--- config.mk ---
export PLATFORM = sky130hd
export DESIGN_NAME = ones_cnt_rr_sched
export DESIGN_NICKNAME = d
export VERILOG_FILES = /design/src/rtl/ones_cnt_rr_sched.sv
export SDC_FILE = /design/constraint.sdc
export NUM_CORES = 1
export LEC_CHECK = 0
export BUFFER_PORTS_ARGS = -buffer_cell sky130_fd_sc_hd__buf_2
export CORE_MARGIN = 8
export CORE_UTILIZATION = 50
export DETAILED_ROUTE_END_ITERATION = 16
export HOLD_SLACK_MARGIN = 0.12
export PLACE_DENSITY = 0.93
export RECOVER_POWER = 100
export SYNTH_ARGS = -nofsm -noshare
export SYNTH_HDL_FRONTEND = slang
export SYNTH_SLANG_ARGS = --single-unit
--- constraint.sdc ---
create_clock -name clk -period 4.8 [get_ports clk]
set_input_delay 0.96 -clock clk [delete_from_list [all_inputs] [get_ports clk]]
set_output_delay 0.96 -clock clk [all_outputs]
set_load 0.01 [all_outputs]
--- src/rtl/ones_cnt_rr_sched.sv ---
// Round-robin scheduler sharing one start/rdy ones-counter among N_REQ requesters.
// Optional WAIT watchdog enabled by defining SCHED_TIMEOUT_EN.
module ones_cnt_rr_sched #(
  parameter int N_REQ       = 4,
  parameter int DATA_W      = 8,
  parameter int CNT_W       = $clog2(DATA_W + 1),
  parameter int TIMEOUT_CYC = 64
) (
  input  logic                      clk,
  input  logic                      rst,
  input  logic [N_REQ-1:0]          req,
  input  logic [N_REQ*DATA_W-1:0]   req_data,
  output logic [N_REQ-1:0]          grant,
  output logic [N_REQ-1:0]          done,
  output logic [CNT_W-1:0]          result,
  output logic                      err,
  output logic                      busy,
  output logic                      cnt_start,
  output logic [DATA_W-1:0]         cnt_data,
  input  logic                      cnt_rdy,
  input  logic [CNT_W-1:0]          cnt_value
);

  localparam int IDX_W = (N_REQ > 1) ? $clog2(N_REQ) : 1;

  typedef enum logic [1:0] {
    IDLE,
    ISSUE,
    WAIT,
    RESP
  } state_t;

  state_t             state, state_nx;
  logic [IDX_W-1:0]   rr_ptr, sel, sel_nx;
  logic [IDX_W-1:0]   pick, cand;
  logic               found;
  logic               seen_low;
  logic               complete;
  logic               timeout;
  logic [N_REQ-1:0]   grant_nx, done_nx;
  logic               err_nx;
  logic [CNT_W-1:0]   result_nx;
  logic [DATA_W-1:0]  cnt_data_nx;

  // A high rdy only counts once a low has been seen since the start pulse.
  assign complete = cnt_rdy && seen_low;

`ifdef SCHED_TIMEOUT_EN
  localparam int WD_W = $clog2(TIMEOUT_CYC + 1);
  logic [WD_W-1:0] wd;

  assign timeout = (state == WAIT) &&
                   (wd == WD_W'(TIMEOUT_CYC - 1));

  // Watchdog: counts WAIT cycles, cleared while entering WAIT.
  always_ff @(posedge clk or posedge rst) begin
    if (rst)
      wd <= '0;
    else if (state == ISSUE)
      wd <= '0;
    else if (state == WAIT)
      wd <= wd + 1'b1;
  end
`else
  logic unused_timeout_cfg;
  assign unused_timeout_cfg = ^TIMEOUT_CYC;
  assign timeout = 1'b0;
`endif

  // First set request at or after rr_ptr, wrapping.
  always_comb begin
    found = 1'b0;
    pick  = '0;
    cand  = '0;
    for (int i = 0; i < N_REQ; i++) begin
      cand = IDX_W'((int'(rr_ptr) + i) % N_REQ);
      if (!found && req[cand]) begin
        found = 1'b1;
        pick  = cand;
      end
    end
  end

  // Next state and next values of all registered outputs.
  always_comb begin
    state_nx    = state;
    sel_nx      = sel;
    grant_nx    = '0;
    done_nx     = '0;
    err_nx      = 1'b0;
    result_nx   = result;
    cnt_data_nx = cnt_data;
    unique case (state)
      IDLE: begin
        if (found) begin
          state_nx    = ISSUE;
          sel_nx      = pick;
          grant_nx    = N_REQ'(1) << pick;
          cnt_data_nx = req_data[pick*DATA_W +: DATA_W];
        end
      end
      ISSUE: state_nx = WAIT;
      WAIT: begin
        if (complete) begin
          state_nx  = RESP;
          result_nx = cnt_value;
          done_nx   = N_REQ'(1) << sel;
        end else if (timeout) begin
          state_nx  = RESP;
          result_nx = '0;
          done_nx   = N_REQ'(1) << sel;
          err_nx    = 1'b1;
        end
      end
      RESP: state_nx = IDLE;
      default: state_nx = IDLE;
    endcase
  end

  // State register.
  always_ff @(posedge clk or posedge rst) begin
    if (rst)
      state <= IDLE;
    else
      state <= state_nx;
  end

  // Registered outputs, selection, pointer and stale-rdy qualifier.
  always_ff @(posedge clk or posedge rst) begin
    if (rst) begin
      grant     <= '0;
      done      <= '0;
      err       <= 1'b0;
      busy      <= 1'b0;
      cnt_start <= 1'b0;
      result    <= '0;
      cnt_data  <= '0;
      sel       <= '0;
      rr_ptr    <= '0;
      seen_low  <= 1'b0;
    end else begin
      grant     <= grant_nx;
      done      <= done_nx;
      err       <= err_nx;
      busy      <= (state_nx != IDLE);
      cnt_start <= |grant_nx;
      result    <= result_nx;
      cnt_data  <= cnt_data_nx;
      sel       <= sel_nx;
      if (state == ISSUE)
        seen_low <= 1'b0;
      else if (state == WAIT && !cnt_rdy)
        seen_low <= 1'b1;
      if (state == RESP)
        rr_ptr <= (sel == IDX_W'(N_REQ - 1)) ? '0 : sel + 1'b1;
    end
  end

endmodule

==> results of run 1 <==
[layout make-up]
type                    instances  share of cell area, %
clock buffers                   7                   3.50
clock inverters                 1                  0.269
inverters                       8                   1.62
multi-input cells             100                   37.7
flip-flops and latches         29                   39.1
well taps                      33                   2.22
repair buffers                 64                   15.6
[worst max-delay path, stage by stage]
cell	delay (ps)
clkbuf_1	140
o41ai_1	890
a41o_1	380
a211oi_1	100
a211oi_1	270
[logic make-up after synthesis]
| kind of cell | Yosys count | share of synthesized area, % |
|---|---|---|
| compound gates | 27 | 14.8 |
| fa+ha+maj | 8 | 6.65 |
| buf+inv | 12 | 3.99 |
| flops | 29 | 48.2 |
| mux | 9 | 6.07 |
| other cells | 1 | 0.249 |
| simple gates | 55 | 20.0 |
[cell usage in the layout (no fill, tap or decap), drive strengths merged, types with 2 or more instances in the layout]
cell type | Yosys | layout
clkbuf | 1 | 31
a21oi | 2 | 2
a211oi | 16 | 16
ha | 8 | 8
mux2i | 8 | 8
and2 | 4 | 4
nand3b | 2 | 2
a21o | 2 | 2
and3 | 3 | 3
and4 | 8 | 8
o21ai | 4 | 4
nand3 | 3 | 3
inv | 8 | 8
nand2 | 15 | 15
dfrtp | 29 | 29
buf | 3 | 40
nor2 | 15 | 15
[per-layer routing]
metal / vias to the layer above / GRT usage [%] / share of wire (%)
met1: 603 / 16.7 / 40
met5: - / 0 / 0
met4: 0 / 6.24 / 1.9
met2: 40 / 26.4 / 52
met3: 11 / 6.07 / 5.8
li1: 635 / - / -
[registers in the layout, summed over array words and instances, names as in the netlist, 2 cells and up]
register and flops:
sel 2, rr_ptr 2, cnt_data 8, grant 4, done 4, result 4, state 2
[worst paths after layout]
path	end	slack, ps	depth (start not counted)
hold / removal	result[0]$_DFFE_PP0P_	480	2
hold reg to reg	result[0]$_DFFE_PP0P_	480	2
min in group asynchronous	cnt_data[7]$_DFFE_PP0P_	880	2
max in group asynchronous	done[0]$_DFF_PP0_	3260	2
setup reg to reg	cnt_data[0]$_DFFE_PP0P_	2920	6
setup / recovery	cnt_data[0]$_DFFE_PP0P_	2300	5
[power by group]
group	switching [W]	total (W)	internal, W
logic	0.000281	0.000462	0.000181
clock network	0.0000861	0.000171	0.0000848
registers	0.0000595	0.000404	0.000344
total	0.000427	0.00104	0.000610
[per-stage QoR]
stage / power (W) / hold slack [ps]
final: 0.00104 / 485
after global routing: 0.00112 / 514
after CTS: 0.00107 / 485
after detailed placement: 0.000896 / 461
after global placement: 0.000877 / 456
after floorplan: 0.000742 / 476
==> impl_metrics.toml, run 1 <==
[run_status]
status = "completed"

[synthesis]
synthCells = 141
synth_seq_cells = 29
ys_top_cells_by_area = "dfrtp_1 (48%), a211oi_1 (8.0%), ha_1 (6.7%), mux2i_1 (5.3%), and4_1 (4.7%)"
yosys-top-cells-count = "dfrtp_1 (29), a211oi_1 (16), nand2_1 (15), nor2_1 (15)"
netlist.area_leader.share_pct = 48.2
syn_area_sq_um = 1510
ys_types = 32
synth_ff_type = "dfrtp_1"
syn_area_per_cell_sq_um = 10.7
synth_fp_nets = 192
synth_seq_area_share_pct = 48.2
async_flop_share_pct = 100
synth.most_common_cell = "dfrtp_1"
synth_top_area_cell = "dfrtp_1"
synth_edf_count = 0
ys_warn_count = 0

[floorplan]
core_area_sq_um = 2950
ioPinCount = 66
die-area_sq_um = 5020
num_rows = 20
start_util_pct = 51.0
die_x_um = 70.9
die-height_um = 70.9

[clock_network]
cts_tree = "built"
htreeDepth = 2
cts_max_path_buffers = 2
clock-sinks = 29
root_buffer = "clkbuf_4"
path_clk_slew_ps = 100
clock_latency_ps = 330
post_cts_buffers = 0
cts_buffers = 5
cts_resized = 0
hold_buffers = 0

[pwr]
leakage_nw = 0.930
power_density_nw_per_um2 = 558
ir_drop_mv = 0.251

[final_layout]
n_antenna_cell = 0
multiInputGateArea_sq_um = 701
fin_cells = 242
regArea_sq_um = 726
fin_area_sq_um = 1860
nNetsFinal = 259
drive_gt1_share_pct = 24.9
final_core_utilization_pct = 62.9
syn_to_final_growth_pct = 23.4
final.fill_count = 270

[drt]
drtIter0Drc = 72
wire_per_inst_um = 15.8
drcViolationCount = 0
ant_nets = 0
finalWirelength_mm = 3.83
first_pass_iters = 6
vias = 1289
via_per_inst = 5.33

[grt]
grt_max_degree = 30
grt_antenna_before_repair = 0
grt_pass1_vias = 1287
grt_pass1_wl_mm = 6.07
grt_usage_pct = 15.5
gr-total-overflow = 0

[sta]
drv_slew = 0
rsz0062_at_grt = "false"
max_slew_margin_pct = 28.2
hold_violations = 0
final.setup.tns_ps = 0
max_slew.worst_pin.slew_ps = 1080
clock.fmax_mhz = 400
setup_viol = 0
fin_ws_ps = 2300
finalCritPeriodShare_pct = 52.1
layout_min_cycle_time_ps = 2500
fin_skew_ps = 8.52

[critical_path]
crit_type = "in2reg"
r2r_start = "state[0]$_DFF_PP0_"
crit_start = "req[0]"
cp.required_ps = 5030
worstSetupStartpointType = "input port"
path_max_fanout = 9
cp.arrival_ps = 2730
worstSetupEndpointType = "flop"

[place]
dpl.hpwl_mm = 2.94
io_buffers = 64
placed_cell_area_sq_um = 1840
place_inst = 234
gp_congestion = 0.747
place_ws_ps = 2430

[min_path]
hp-start = "result[0]$_DFFE_PP0P_"
worstHoldPathType = "reg2reg"

[run]
drv_cap = 0
Power figures use the tool's default switching activity.
==> run 2, diff against run 1 <==
Settings changed: CORE_UTILIZATION 50 to 47, PLACE_DENSITY 0.93 to 0.88.
Clock period 4.8 ns to 2.5 ns, I/O delays scaled along.
==> impl_metrics.toml, run 2 (synthesis results as in run 1) <==
[place]
io_buffers = 64
dpl.hpwl_mm = 2.82
gp_congestion = 0.843

[critical_path]
crit_start = "req[0]"
cp.arrival_ps = 2290
r2r_start = "state[0]$_DFF_PP0_"
crit_type = "in2reg"
worstSetupEndpointType = "flop"
reg2reg_to = "cnt_data[4]$_DFFE_PP0P_"
crit_end = "cnt_data[4]$_DFFE_PP0P_"
ff2ff_path_depth = 6
r2r_setup_slack_ps = 630
worstSetupStartpointType = "input port"
path_max_fanout = 9
cp.required_ps = 2730

[pwr]
ir_drop_mv = 0.470
power_density_nw_per_um2 = 1050
leakage_nw = 0.933

[floorplan]
core_area_sq_um = 3050
num_rows = 20
ioPinCount = 66
die-area_sq_um = 5270
die_x_um = 72.6
start_util_pct = 49.3
die-height_um = 72.6

[clock_network]
cts_buffers = 5
cts_max_path_buffers = 2
cts_resized = 0
htreeDepth = 2
post_cts_buffers = 0
hold_buffers = 0
clock-sinks = 29
cts_tree = "built"
path_clk_slew_ps = 90
root_buffer = "clkbuf_4"
clock_latency_ps = 310

[min_path]
worstHoldPathType = "in2reg"

[grt]
grt_pass1_wl_mm = 5.70
grt_max_degree = 30
grt_antenna_before_repair = 0
grt_usage_pct = 13.5
gr-total-overflow = 0
grt_pass1_vias = 1289

[final_layout]
final_common_cell = "buf_2"
syn_to_final_growth_pct = 24.7
largest_reg_flops = 8
final_core_utilization_pct = 61.5
n_antenna_cell = 0
drive_gt1_share_pct = 25.2
regMostFlops = "cnt_data"
nNetsFinal = 260
final_cell_mix = "buf_2 (41), dfrtp_1 (29), clkbuf_1 (24)"

[drt]
vias = 1255
drtIter0Drc = 66
drcViolationCount = 0
finalWirelength_mm = 3.55
wire_per_inst_um = 14.0
via_per_inst = 4.94
first_pass_iters = 4
ant_nets = 0

[run_status]
violations = "max-capacitance violations"
status = "finished, violations left"

[sta]
clock.fmax_mhz = 485
final.setup.tns_ps = 0
setup_viol = 0
fin_skew_ps = 5.34
hold_violations = 0
rsz0062_at_grt = "false"
max_slew.worst_pin.slew_ps = 1490
finalCritPeriodShare_pct = 82.5
max_slew_margin_pct = 0.533
drv_slew = 0
layout_min_cycle_time_ps = 2060

[run]
drv_cap = 1
[run 2: cell count changes in the layout (fill, tap and decap cells not counted)]
| cell | delta |
|---|---|
| and2_1 | -1 |
| buf_2 | +1 |
| and2_0 | +1 |
[run 2: per-stage QoR]
| stage | cells | power [W] | worst slack [ps] | instance area, sq um | hold slack [ps] |
|---|---|---|---|---|---|
| after detailed placement | 246 | 0.00172 | 554 | 1860 | 457 |
| after CTS | 254 | 0.00204 | 625 | 1930 | 241 |
| final | 254 | 0.00196 | 438 | 1880 | 381 |
| after global placement | 246 | 0.00169 | 620 | 1860 | 454 |
| after floorplan | 141 | 0.00143 | 885 | 1510 | 476 |
| after global routing | 254 | 0.00214 | 248 | 1880 | 364 |
[run 2: critical path: stages]
cell and delay, ps:
clkbuf_1 140, o41ai_1 920, a41o_1 400, a211oi_1 100
a211oi_1 230
[run 2: power breakdown]
group	internal (W)	switching (W)	leakage (nW)
logic	0.000349	0.000528	0.534
clock network	0.000163	0.000154	0.0413
registers	0.000661	0.000110	0.358
total	0.00117	0.000791	0.933
[run 2: worst min-delay path by stage]
stage / startpoint / to / slack, ps / cells past startpoint
global route: cnt_value[2] / result[2]$_DFFE_PP0P_ / 360 / 3
detailed placement: result[2]$_DFFE_PP0P_ / result[2]$_DFFE_PP0P_ / 460 / 2
floorplan: seen_low$_DFFE_PP0P_ / seen_low$_DFFE_PP0P_ / 480 / 2
CTS: rst / done[3]$_DFF_PP0_ / 240 / 3
finish: cnt_value[1] / result[1]$_DFFE_PP0P_ / 380 / 3
global placement: result[0]$_DFFE_PP0P_ / result[0]$_DFFE_PP0P_ / 450 / 2
[run 2: cell type report]
type	instances	area (sq um)
Fill cell	285	1180
Sequential cell	29	726
Multi-Input combinational cell	100	701
Timing Repair Buffer	65	295
Clock buffer	7	65.1
Tap cell	44	55.1
Inverter	8	30.0
Clock inverter	1	5.00
[run 2: routing by layer]
| layer | routed length, um | up-vias | GRT usage, % |
|---|---|---|---|
| met5 | 0 | - | 0 |
| met4 | 36 | 0 | 4.22 |
| met3 | 174 | 4 | 4.67 |
| met2 | 1830 | 30 | 23.4 |
| met1 | 1510 | 584 | 15.1 |
| li1 | - | 637 | - |
==> run 3, diff against run 2 <==
Settings changed: CORE_UTILIZATION 47 to 42, PLACE_DENSITY 0.88 to 0.84.
Clock period 2.5 ns to 1.84 ns, I/O delays scaled along.
==> impl_metrics.toml, run 3 (synthesis results as in run 1) <==
[final_layout]
regMostFlops = "cnt_data"
final_common_cell = "buf_2"
syn_to_final_growth_pct = 27.8
n_antenna_cell = 0
drive_gt1_share_pct = 27.9
largest_reg_flops = 8
nNetsFinal = 265
final_cell_mix = "buf_2 (42), dfrtp_1 (29), clkbuf_1 (24)"
fin_area_sq_um = 1920

[pwr]
ir_drop_mv = 0.636
power_w = 0.00268
power_density_nw_per_um2 = 1390
leakage_nw = 0.956

[critical_path]
worstSetupEndpointType = "flop"
path_cells = "inv_1, ha_1, o41ai_4, a41o_2, a211oi_1, a211oi_1"
cp_common_cell = "a211oi_1"
cp_slowest_stage_delay_ps = 420
cp.required_ps = 2040
cpMaxStageDelayCell = "dfrtp_1"
worstSetupStartpointType = "flop"
crit_type = "reg2reg"
cp.arrival_ps = 1890
path_max_fanout = 9

[drt]
via_per_inst = 5.09
wire_per_inst_um = 14.6
finalWirelength_mm = 3.82
vias = 1328
drtIter0Drc = 73
first_pass_iters = 4
drcViolationCount = 0
ant_nets = 0

[floorplan]
start_util_pct = 44.4
ioPinCount = 66
num_rows = 21
die-height_um = 75.9
core_area_sq_um = 3390
die_x_um = 75.9
die-area_sq_um = 5760

[run_status]
status = "completed"

[sta]
fin_skew_ps = 5.58
max_slew_margin_pct = 54.2
drv_slew = 0
hold_violations = 0
layout_min_cycle_time_ps = 1690
finalCritPeriodShare_pct = 91.9
clock.fmax_mhz = 591
setup_viol = 0
final.setup.tns_ps = 0
max_slew.worst_pin.slew_ps = 687
rsz0062_at_grt = "false"

[grt]
grtUsageMet1_pct = 15.3
grt_pass1_vias = 1311
grt_usage_pct = 13.5
gr-total-overflow = 0
grt_antenna_before_repair = 0
grtUsageMet3_pct = 4.61
grt-busiest-layer = "met2"
grt_max_degree = 30
grt_pass1_wl_mm = 5.85
grtUsageMet2_pct = 22.4

[place]
placed_cell_area_sq_um = 1890
dpl.hpwl_mm = 3.09
io_buffers = 64
gp_congestion = 0.807

[clock_network]
cts_tree = "built"
cts_buffers = 5
path_clk_slew_ps = 90
root_buffer = "clkbuf_4"
clock-sinks = 29
htreeDepth = 2
clock_latency_ps = 320
cts_max_path_buffers = 2

[run]
drv_cap = 0

[min_path]
worstHoldPathType = "in2reg"
==> run 3: metrics by stage <==
stage	std cells	util, %	hold WS, ps	setup WS, ps
finish	261	56.8	239	149
global route	261	56.8	242	24.2
CTS	261	57.6	226	36.3
detailed placement	252	55.8	449	-4.32
global placement	252	55.8	449	84.0
floorplan	141	-	446	225
==> run 3: worst max-delay path: cells and delay by family, from the launching register on <==
family | cells | cell delay [ps]
buf+inv | 1 | 100
fa+ha+maj | 1 | 250
flops | 1 | 420
compound gates | 4 | 800
==> run 3: worst paths after layout <==
path / start / endpoint / slack, ps / cells past startpoint
setup reg to reg: state[0]$_DFF_PP0_ / cnt_data[5]$_DFFE_PP0P_ / 150 / 6
min in group asynchronous: rst / cnt_data[4]$_DFFE_PP0P_ / 770 / 4
setup / recovery: state[0]$_DFF_PP0_ / cnt_data[5]$_DFFE_PP0P_ / 150 / 6
hold reg to reg: result[3]$_DFFE_PP0P_ / result[3]$_DFFE_PP0P_ / 490 / 2
max in group asynchronous: rst / cnt_data[5]$_DFFE_PP0P_ / 630 / 4
hold / removal: cnt_value[2] / result[2]$_DFFE_PP0P_ / 240 / 3
==> run 3: layer usage <==
metal	vias up	share of wire, %
li1	646	-
met1	631	39
met2	42	51
met3	9	7.4
met4	0	1.8
met5	-	0
==> run 3: where the power goes <==
group          switching (W)  internal, W  total (W)
clock               0.000206     0.000145   0.000352
combinational       0.000753     0.000525    0.00128
sequential          0.000154     0.000898    0.00105
total                0.00111      0.00157    0.00268
==> run 3: timing repair <==
action / 4_1_cts / 5_1_grt
setup buffers: 0 / 0
setup endpoints to repair: 0 / 4
resized for setup: 0 / 2
hold endpoints to repair: 29 / 0
hold buffers: 1 / 0
==> run 3: layout make-up <==
type | instances | area [sq um]
Fill cell | 299 | 1470
Sequential cell | 29 | 726
Multi-Input combinational cell | 100 | 726
Timing Repair Buffer | 70 | 334
Tap cell | 46 | 57.6
Clock buffer | 6 | 41.3
Inverter | 8 | 30.0
Clock inverter | 2 | 10.0
